### src/rtl/rf_pkg.sv
// Shared constants and types for the multiport register file and its dump sequencer.
package rf_pkg;
  localparam int DEF_DATA_W = 16;
  localparam int DEF_DEPTH  = 16;
  localparam int DEF_NUM_RD = 2;
  localparam int ZERO_REG   = 0;

  typedef enum logic [1:0] {
    IDLE = 2'd0,
    DUMP = 2'd1,
    DONE = 2'd2
  } rf_dump_state_t;
endpackage

### src/rtl/rf_multiport_if.sv
// Read/write/dump bundle for rf_multiport; master drives requests, slave is the register file.
interface rf_multiport_if #(
  parameter int DATA_W = 16,
  parameter int DEPTH  = 16,
  parameter int NUM_RD = 2,
  localparam int ADDR_W = $clog2(DEPTH)
);
  logic [NUM_RD-1:0]        rd_en;
  logic [NUM_RD*ADDR_W-1:0] rd_addr;
  logic [NUM_RD*DATA_W-1:0] rd_data;
  logic                     we;
  logic [ADDR_W-1:0]        wr_addr;
  logic [DATA_W-1:0]        wr_data;
  logic                     hlt;
  logic                     dump_valid;
  logic [ADDR_W-1:0]        dump_addr;
  logic [DATA_W-1:0]        dump_data;
  logic                     dump_done;

  modport master (
    output rd_en, rd_addr, we, wr_addr, wr_data, hlt,
    input  rd_data, dump_valid, dump_addr, dump_data, dump_done
  );

  modport slave (
    input  rd_en, rd_addr, we, wr_addr, wr_data, hlt,
    output rd_data, dump_valid, dump_addr, dump_data, dump_done
  );
endinterface

### src/rtl/rf_dump_seq.sv
// Halt-dump sequencer: on a rising hlt edge streams registers 1..DEPTH-1, one per cycle,
// then holds dump_done until hlt falls.
module rf_dump_seq
  import rf_pkg::*;
#(
  parameter int DATA_W = DEF_DATA_W,
  parameter int DEPTH  = DEF_DEPTH,
  localparam int ADDR_W = $clog2(DEPTH)
) (
  input  logic              clk,
  input  logic              rst,
  input  logic              hlt,
  output logic [ADDR_W-1:0] rd_idx,
  input  logic [DATA_W-1:0] rd_val,
  output logic              dump_valid,
  output logic [ADDR_W-1:0] dump_addr,
  output logic [DATA_W-1:0] dump_data,
  output logic              dump_done
);
  rf_dump_state_t    state_reg;
  logic [ADDR_W-1:0] idx_reg;
  logic              hlt_q_reg;
  logic              valid_reg;
  logic [ADDR_W-1:0] addr_reg;
  logic [DATA_W-1:0] data_reg;
  logic              done_reg;

  assign rd_idx     = idx_reg;
  assign dump_valid = valid_reg;
  assign dump_addr  = addr_reg;
  assign dump_data  = data_reg;
  assign dump_done  = done_reg;

  always_ff @(posedge clk or posedge rst) begin
    if (rst) begin
      state_reg <= IDLE;
      idx_reg   <= '0;
      hlt_q_reg <= 1'b0;
      valid_reg <= 1'b0;
      addr_reg  <= '0;
      data_reg  <= '0;
      done_reg  <= 1'b0;
    end else begin
      hlt_q_reg <= hlt;
      case (state_reg)
        IDLE: begin
          valid_reg <= 1'b0;
          done_reg  <= 1'b0;
          if (hlt && !hlt_q_reg) begin
            state_reg <= DUMP;
            idx_reg   <= ADDR_W'(1);
          end
        end
        DUMP: begin
          valid_reg <= 1'b1;
          addr_reg  <= idx_reg;
          data_reg  <= rd_val;
          idx_reg   <= idx_reg + ADDR_W'(1);
          if (idx_reg == ADDR_W'(DEPTH - 1))
            state_reg <= DONE;
        end
        DONE: begin
          // done is shown for at least one cycle even if hlt already dropped mid-dump
          valid_reg <= 1'b0;
          if (done_reg && !hlt) begin
            done_reg  <= 1'b0;
            state_reg <= IDLE;
          end else begin
            done_reg <= 1'b1;
          end
        end
        default: state_reg <= IDLE;
      endcase
    end
  end
endmodule

### src/rtl/rf_multiport.sv
// Parametrised register file with NUM_RD registered read ports, one write port and a halt dump.
// Define RF_BYPASS_EN to forward same-cycle write data to colliding reads and dump samples.
module rf_multiport
  import rf_pkg::*;
#(
  parameter int DATA_W = DEF_DATA_W,
  parameter int DEPTH  = DEF_DEPTH,
  parameter int NUM_RD = DEF_NUM_RD,
  localparam int ADDR_W = $clog2(DEPTH)
) (
  input logic          clk,
  input logic          rst,
  rf_multiport_if.slave bus
);
  logic [DATA_W-1:0] mem [DEPTH];
  logic              wr_hit;
  logic [ADDR_W-1:0] dump_idx;
  logic [DATA_W-1:0] dump_val;

  assign wr_hit = bus.we && (bus.wr_addr != ADDR_W'(ZERO_REG));

  // entry 0 is never written, so resetting it is enough to keep it zero
  always_ff @(posedge clk or posedge rst) begin
    if (rst) begin
      for (int i = 0; i < DEPTH; i++) mem[i] <= '0;
    end else if (wr_hit) begin
      mem[bus.wr_addr] <= bus.wr_data;
    end
  end

  generate
    for (genvar gi = 0; gi < NUM_RD; gi++) begin : g_rd
      logic [ADDR_W-1:0] ra;
      logic [DATA_W-1:0] rv;
      logic [DATA_W-1:0] rd_data_reg;

      assign ra = bus.rd_addr[gi*ADDR_W +: ADDR_W];
`ifdef RF_BYPASS_EN
      assign rv = (wr_hit && ra == bus.wr_addr) ? bus.wr_data : mem[ra];
`else
      assign rv = mem[ra];
`endif

      always_ff @(posedge clk or posedge rst) begin
        if (rst)
          rd_data_reg <= '0;
        else if (bus.rd_en[gi])
          rd_data_reg <= rv;
      end

      assign bus.rd_data[gi*DATA_W +: DATA_W] = rd_data_reg;
    end
  endgenerate

`ifdef RF_BYPASS_EN
  assign dump_val = (wr_hit && dump_idx == bus.wr_addr) ? bus.wr_data : mem[dump_idx];
`else
  assign dump_val = mem[dump_idx];
`endif

  rf_dump_seq #(
    .DATA_W(DATA_W),
    .DEPTH (DEPTH)
  ) u_dump_seq (
    .clk       (clk),
    .rst       (rst),
    .hlt       (bus.hlt),
    .rd_idx    (dump_idx),
    .rd_val    (dump_val),
    .dump_valid(bus.dump_valid),
    .dump_addr (bus.dump_addr),
    .dump_data (bus.dump_data),
    .dump_done (bus.dump_done)
  );
endmodule

### src/flat_wrapper.sv
// flat-port wrapper written by rule: the top's interface ports become plain ports
module rf_multiport_flat import rf_pkg::*;
#(
  parameter int DATA_W = DEF_DATA_W,
  parameter int DEPTH  = DEF_DEPTH,
  parameter int NUM_RD = DEF_NUM_RD,
  localparam int ADDR_W = $clog2(DEPTH)
)
  (clk, rst, bus_rd_en, bus_rd_addr, bus_we, bus_wr_addr, bus_wr_data, bus_hlt, bus_rd_data, bus_dump_valid, bus_dump_addr, bus_dump_data, bus_dump_done);
  rf_multiport_if #(.DATA_W(DATA_W), .DEPTH(DEPTH), .NUM_RD(NUM_RD)) bus_i ();
  input logic clk;
  input logic rst;
  input wire logic [$bits(bus_i.rd_en)-1:0] bus_rd_en;
  input wire logic [$bits(bus_i.rd_addr)-1:0] bus_rd_addr;
  input wire logic [$bits(bus_i.we)-1:0] bus_we;
  input wire logic [$bits(bus_i.wr_addr)-1:0] bus_wr_addr;
  input wire logic [$bits(bus_i.wr_data)-1:0] bus_wr_data;
  input wire logic [$bits(bus_i.hlt)-1:0] bus_hlt;
  output wire logic [$bits(bus_i.rd_data)-1:0] bus_rd_data;
  output wire logic [$bits(bus_i.dump_valid)-1:0] bus_dump_valid;
  output wire logic [$bits(bus_i.dump_addr)-1:0] bus_dump_addr;
  output wire logic [$bits(bus_i.dump_data)-1:0] bus_dump_data;
  output wire logic [$bits(bus_i.dump_done)-1:0] bus_dump_done;
  assign bus_i.rd_en = bus_rd_en;
  assign bus_i.rd_addr = bus_rd_addr;
  assign bus_i.we = bus_we;
  assign bus_i.wr_addr = bus_wr_addr;
  assign bus_i.wr_data = bus_wr_data;
  assign bus_i.hlt = bus_hlt;
  assign bus_rd_data = bus_i.rd_data;
  assign bus_dump_valid = bus_i.dump_valid;
  assign bus_dump_addr = bus_i.dump_addr;
  assign bus_dump_data = bus_i.dump_data;
  assign bus_dump_done = bus_i.dump_done;
  rf_multiport #(.DATA_W(DATA_W), .DEPTH(DEPTH), .NUM_RD(NUM_RD)) u_core (.clk(clk), .rst(rst), .bus(bus_i));
endmodule
### config.mk
export PLATFORM = sky130hd
export DESIGN_NAME = rf_multiport_flat
export DESIGN_NICKNAME = d
export VERILOG_FILES = /design/src/rtl/rf_pkg.sv /design/src/rtl/rf_multiport_if.sv /design/src/rtl/rf_dump_seq.sv /design/src/rtl/rf_multiport.sv /design/src/flat_wrapper.sv
export SDC_FILE = /design/constraint.sdc
export NUM_CORES = 1
export LEC_CHECK = 0
export CAP_MARGIN = 20
export CORE_ASPECT_RATIO = 0.7
export CORE_MARGIN = 1
export CORE_UTILIZATION = 55
export DETAILED_ROUTE_END_ITERATION = 10
export PLACE_DENSITY = 0.77
export SLEW_MARGIN = 40
export SYNTH_ARGS = -nofsm -noshare
export SYNTH_HDL_FRONTEND = slang
export SYNTH_SLANG_ARGS = --single-unit
export TNS_END_PERCENT = 1
### constraint.sdc
create_clock -name clk -period 11.15 [get_ports clk]
set_input_delay 2.23 -clock clk [delete_from_list [all_inputs] [get_ports clk]]
set_output_delay 2.23 -clock clk [all_outputs]
set_load 0.05 [all_outputs]
## Yosys cells after proc, flatten, opt, wreduce, memory -nomap -nowiden

Cells that the tools add are included.

- Register bits after elaboration: 317
- Input bits: 34
- Output and inout bits: 54

- Add/subtract/negate cells: 1
- Equal/unequal tests: 6
- Reduce and logical (&&, ||, !) cells: 14
- Magnitude comparators: 5
- Muxes and demuxes: 21
- Bitwise gates (word level): 4

Operator list:

| operator | count |
|---|---|
| 256-bit bitwise mux | 1 |
| 16-bit binary-select mux with 4-bit select | 3 |
| 16-bit 2-to-1 mux | 7 |
| 16-bit demux with 4-bit select | 1 |
| 5-bit >= comparator (second input constant) | 4 |
| 4-bit NOT with 5-bit output | 4 |
| 4-bit case mux with 2 select lines | 1 |
| 2-bit 2-to-1 mux | 3 |
| 2-bit inequality test (second input constant) | 3 |
| 2-bit case mux with 3 select lines | 1 |
| 2-bit nonzero test | 3 |
| 5-bit by 1-bit less-than comparator with 1-bit output (second input constant) | 1 |
| 4-bit by 1-bit adder with 4-bit output (second input constant) | 1 |
| 4-bit == test (second input constant) | 1 |
| 1-bit logical AND | 4 |
| 4-bit 2-to-1 mux | 1 |
| 1-bit case mux with 2 select lines | 2 |
| 4-bit nonzero test | 1 |
| 3-bit AND reduction | 1 |
| 2-bit by 1-bit == test with 1-bit output (second input constant) | 1 |
| 2-bit == test (second input constant) | 1 |
| 1-bit logical NOT | 2 |
| 2-bit logical NOT | 1 |
| 2-bit AND reduction | 1 |
| 2 further kinds | 2 |

## Logic depth before layout (Yosys ltp)

- Depth in word-level cells: 6
- Mapped depth: 7
- Mapped depth without buffers: 4

## By module

From an unflattened synthesis, not the netlist that was laid out.

- Cells, all modules: 1,091
- Area total of the unflattened synthesis: 17,755.8 um^2

By module, submodules not included:

| module | area an instance (um^2) | cells each | instances |
|---|---|---|---|
| rf_multiport | 16,604.7 | 1,016 | 1 |
| rf_dump_seq | 1,151.1 | 75 | 1 |

## Worst setup path after synthesis

No wires, ideal clock.

- Path type: input-to-reg
- From: input bus_rd_addr[6]
- To: register u_core.g_rd[1].rd_data_reg[10]
- Buffers on the path: 2
- Data arrival time: 3.456 ns
- Stages on the path: 6
- Library setup time: 0.126 ns
- Slack: 7.568 ns
- Cell sequence: buf_2 > clkbuf_1 > mux4_2 > mux2_2 > o22ai_1 > a21oi_1

- Longest elaborated chain between the ends: 4

Ends and longest elaborated chain:

| element | line | text |
|---|---|---|
| from (decl) | flat_wrapper.sv:14 | `input wire logic [$bits(bus_i.rd_addr)-1:0] bus_rd_addr;` |
| 4-bit NOT with 5-bit output (implied by the code) | rf_multiport.sv:41 | `assign rv = mem[ra];` |
| 16-bit binary-select mux with 4-bit select | rf_multiport.sv:41 |  |
| 16-bit 2-to-1 mux (implied by the code) (2 in series) | rf_multiport.sv:41 |  |
| to (signal assigned) | rf_multiport.sv:48 | `rd_data_reg <= rv;` |
| to (decl) | rf_multiport.sv:35 | `logic [DATA_W-1:0] rd_data_reg;` |

Every way passes these cells. The select of a mux whose other input is x is not followed.
A chain may end at the register's enable or synchronous reset.

## Worst setup path in the final report

- From: register u_core.g_rd[1].rd_data_reg[7]
- To: output bus_rd_data[23]

RTL lines:

| element | line | text |
|---|---|---|
| to (decl) | flat_wrapper.sv:19 | `output wire logic [$bits(bus_i.rd_data)-1:0] bus_rd_data;` |

No word-level cell between the ends.

==> impl_table.tex <==
\begin{tabular}{lr}
\hline
Metric & Value \\
\hline
\multicolumn{2}{l}{\textbf{Outcome}} \\
\quad Result of the run & finished clean \\
\multicolumn{2}{l}{\textbf{Global routing}} \\
\quad Overflow left after global routing & 0 \\
\quad Vias in the first global route & 11,700 \\
\quad Global-route wire length before repair & 75.8 mm \\
\quad Largest net degree at the start of global routing & 126 \\
\quad Antenna violations before repair & 0 \\
\quad Combined global-route utilization of all metal layers & between 30 and 40\% \\
\multicolumn{2}{l}{\textbf{Route}} \\
\quad DR DRC count & 0 \\
\quad Remaining number of nets flagged by the antenna check after routing & 0 \\
\quad Detailed-route wire length & 49.5 mm \\
\quad Number of optimization iterations in the first detailed-route pass & 5 \\
\quad Drt initial violations & 1,268 \\
\quad Post-DR vias/cell & $\sim$7 \\
\quad Total number of vias & 11,700 \\
\quad Routed wire per std cell & 30.2 um \\
\multicolumn{2}{l}{\textbf{Placed design}} \\
\quad Post-detail-place hpwl & about 29 mm \\
\quad GP Congestion & $\sim$0.82 \\
\quad Cell area after placement & 0.0187 mm\^{}2 \\
\quad Port Buf Inserts & 87 \\
\multicolumn{2}{l}{\textbf{Setup path}} \\
\quad Critical Path Source Type & flip-flop \\
\quad Critical path type & flip-flop to primary output \\
\quad Cell with the largest stage delay on the worst path & clkdlybuf4s50\_1 \\
\quad Critical path data required time & 8.92 ns \\
\quad Number of buffer and inverter stages on the critical path & 1 \\
\quad Kind of cell adding the most delay to the critical path & buffers and inverters \\
\quad Worst R2R End & u\_core.u\_dump\_seq.dump\_data[4] \\
\quad Arrival time at the worst endpoint & 1.90 ns \\
\quad Worst-case reg-to-reg path depth & 5 \\
\quad Type of element capturing the critical path & primary output \\
\quad Flop-to-flop setup slack & 8.57 ns \\
\quad Instance count on the critical path & 1 \\
\quad Worst Path Max Fanout & 2 \\
\quad Critical register-to-register path startpoint & u\_core.u\_dump\_seq.rd\_idx[0] \\
\quad Series of cell instances along the critical path & clkdlybuf4s50\_1 \\
\quad Largest incremental delay on the critical path & roughly 0.86 ns \\
\multicolumn{2}{l}{\textbf{Synth}} \\
\quad Largest family of logic cells by synthesized area & multiplexers \\
\quad Most common flop cell mapped by yosys & dfrtp\_1 \\
\quad Fraction of the mapped netlist area in simple logic gates & 2.28\% \\
\quad Asr flop ratio synth & 100\% \\
\quad Fraction of the mapped netlist area in adder cells & less than 1\% \\
\quad Sequential cell area fraction in the yosys report & 44.8\% \\
\quad Post-synthesis average cell area & around 15 um\^{}2 \\
\quad Warnings from Yosys & 0 \\
\quad Proportion of synthesized area in mux cells & 44.2\% \\
\quad Synthesized-area fraction occupied by xor and xnor cells & 0\% \\
\quad Post-synthesis instance area & 0.0177 mm\^{}2 \\
\quad Number of register bits inferred by synthesis & 317 \\
\quad Number of library cell types mapped by synthesis & 33 \\
\quad Net count after synthesis & 1,209 \\
\quad Number of cells produced by synthesis & 1,174 \\
\quad Synthesized-area fraction occupied by ao, oa, aoi and oai cells & under 10\% \\
\quad Number of synthesized flops with an enable pin & 0 \\
\multicolumn{2}{l}{\textbf{Cells and area}} \\
\quad Sequential cell area & 0.00794 mm\^{}2 \\
\quad Flip-flop count of the largest register, all copies and words added & about 260 \\
\quad Total non-filler cell area in the finished layout & 0.0198 mm\^{}2 \\
\quad Net count of the finished layout & 1,229 \\
\quad \# fillers & 2,282 \\
\quad Antenna fix cells & 0 \\
\quad Area of the multi-input gates & between 0.009 and 0.01 mm\^{}2 \\
\quad Share of post-route cells with drive strength above 1 & about 42\% \\
\quad Layout overhead on the synthesized area & 11.6\% \\
\multicolumn{2}{l}{\textbf{CTS}} \\
\quad Num Clock Sinks & 317 \\
\quad Clock tree from TritonCTS & done \\
\quad Insertion delay of the later-clocked pin in the worst-skew pair & 0.58 ns \\
\quad Setup repair bufs after CTS & 0 \\
\quad Clock tree root buffer cell & clkbuf\_16 \\
\quad Maximum buffer depth of the clock tree & 3 \\
\quad H-tree levels & 1 \\
\quad CTS resizes & 0 \\
\quad Clock edge transition at the registers on the reported setup and hold paths & approximately 0.06 ns \\
\quad Number of hold-repair buffers added at the cts stage & 0 \\
\quad TritonCTS buffer count & 31 \\
\multicolumn{2}{l}{\textbf{Power}} \\
\quad Power per Cell Area & 228 mW/mm\^{}2 \\
\quad Worst vdd rail ir drop & 0.296 mV \\
\quad Cell leakage power & 8.10 nW \\
\quad Total chip power & 4.52 mW \\
\multicolumn{2}{l}{\textbf{Timing}} \\
\quad Setup repair after global routing missed its margin & no \\
\quad Skew final & around 0.0090 ns \\
\quad Slew HR & 42.5\% \\
\quad Final Slew Violations & 0 \\
\quad Clock period minus final worst setup slack & 4.13 ns \\
\quad Final count of hold timing violations & 0 \\
\quad Final count of negative-setup-slack endpoints & 0 \\
\quad Worst-Margin Slew & roughly 0.86 ns \\
\quad Highest achievable clock rate & between 200 and 250 MHz \\
\quad Worst hold slack & 0.418 ns \\
\quad TNS Setup & 0 ns \\
\quad Share of the cycle needed by the critical path after routing & 37.0\% \\
\multicolumn{2}{l}{\textbf{Floorplan}} \\
\quad Floorplan die area & 0.0329 mm\^{}2 \\
\quad Die Wd & $\sim$220 um \\
\quad Number of top-level pins & 88 \\
\quad Overall die height & 152 um \\
\quad Std-Cell Rows & 54 \\
\quad Initial Utilization & 56.4\% \\
\quad Area inside the core boundary & 0.0314 mm\^{}2 \\
\multicolumn{2}{l}{\textbf{Hold path}} \\
\quad Worst hold path depth & 0 \\
\quad Min-Delay Endpoint & u\_core.mem[246] \\
\quad Type of the worst min-delay path & flip-flop to flip-flop \\
\quad Start point of the worst hold path & u\_core.mem[246] \\
\multicolumn{2}{l}{\textbf{Run}} \\
\quad Max-capacitance violation count & 0 \\
\hline
\end{tabular}
## cells by family (layout without fill, tap and decap cells)
family          after synthesis  in the layout
compound gates              137            137
fa+ha+maj                     1              1
buf+inv                     135            179
flops                       317            317
mux                         501            501
simple gates                 83             83
## synth_stat cells (8+ instances only)
library cell | instances | area share [%]
mux2_1 | 20 | 1.3
a21oi_1 | 37 | 1.0
nand2_1 | 29 | 0.61
buf_1 | 13 | 0.28
nor2_1 | 17 | 0.36
clkbuf_1 | 45 | 0.95
nand2b_1 | 10 | 0.35
o22ai_1 | 76 | 2.7
buf_4 | 11 | 0.47
dfrtp_1 | 317 | 45
mux2i_1 | 30 | 1.7
mux4_2 | 142 | 18
mux2_2 | 267 | 17
a31oi_1 | 15 | 0.53
buf_6 | 14 | 0.89
mux4_1 | 42 | 6.2
nand3_1 | 8 | 0.23
buf_2 | 48 | 1.4
## layout by cell type (no fill, tap or decap), types with 4 or more instances in the layout
cell / instances
dfrtp_1: 314
mux2_2: 267
mux4_2: 142
clkdlybuf4s50_1: 81
o22ai_1: 76
mux4_1: 42
a21oi_1: 37
clkbuf_16: 31
mux2i_1: 30
nand2_1: 28
buf_4: 25
mux2_1: 20
a31oi_1: 15
nand2b_1: 9
nand3_1: 8
nor2_2: 8
nor2_1: 8
clkbuf_1: 8
buf_6: 8
clkbuf_8: 7
clkinv_2: 7
o21ai_0: 4
buf_2: 4
## metal layers
| metal | track usage, % | routed length, um |
|---|---|---|
| met1 | 45.2 | 19800 |
| met2 | 47.4 | 23000 |
| met3 | 7.45 | 5290 |
| met4 | 8.48 | 1450 |
| met5 | 0 | 0 |
## power by group
group,leakage (nW),switching (mW),internal (mW)
Combinational,3.70,0.830,0.873
Sequential,3.89,0.299,1.43
Clock,0.516,0.458,0.626
## worst max path at each step
stage / start / to / slack [ns]
detailed placement: rst / u_core.mem[91] / 6.52
CTS: u_core.g_rd[1].rd_data_reg[7] / bus_rd_data[23] / 7.02
global route: rst / u_core.mem[159] / 6.87
finish: u_core.g_rd[1].rd_data_reg[7] / bus_rd_data[23] / 7.02
global placement: rst / u_core.mem[90] / 5.87
floorplan: rst / u_core.g_rd[0].rd_data_reg[0] / 0.15
## per-stage QoR
stage                     utilization, %  cells  setup WS (ns)
after global routing                62.9   1638           6.87
after detailed placement            59.6   1581           6.52
after global placement              59.4   1580           5.87
final                               62.9   1638           7.02
after floorplan                        -   1174          0.149
after CTS                           62.9   1638           7.02
## area by class of cell
class                   count  share of cell area [%]
well taps                 420                    2.66
multi-input cells         722                    46.1
clock inverters            11                   0.677
repair buffers            119                    5.75
flip-flops and latches    317                    40.2
clock buffers              46                    4.56
inverters                   3                   0.120
Note: power is estimated with default switching activity, not from simulation.
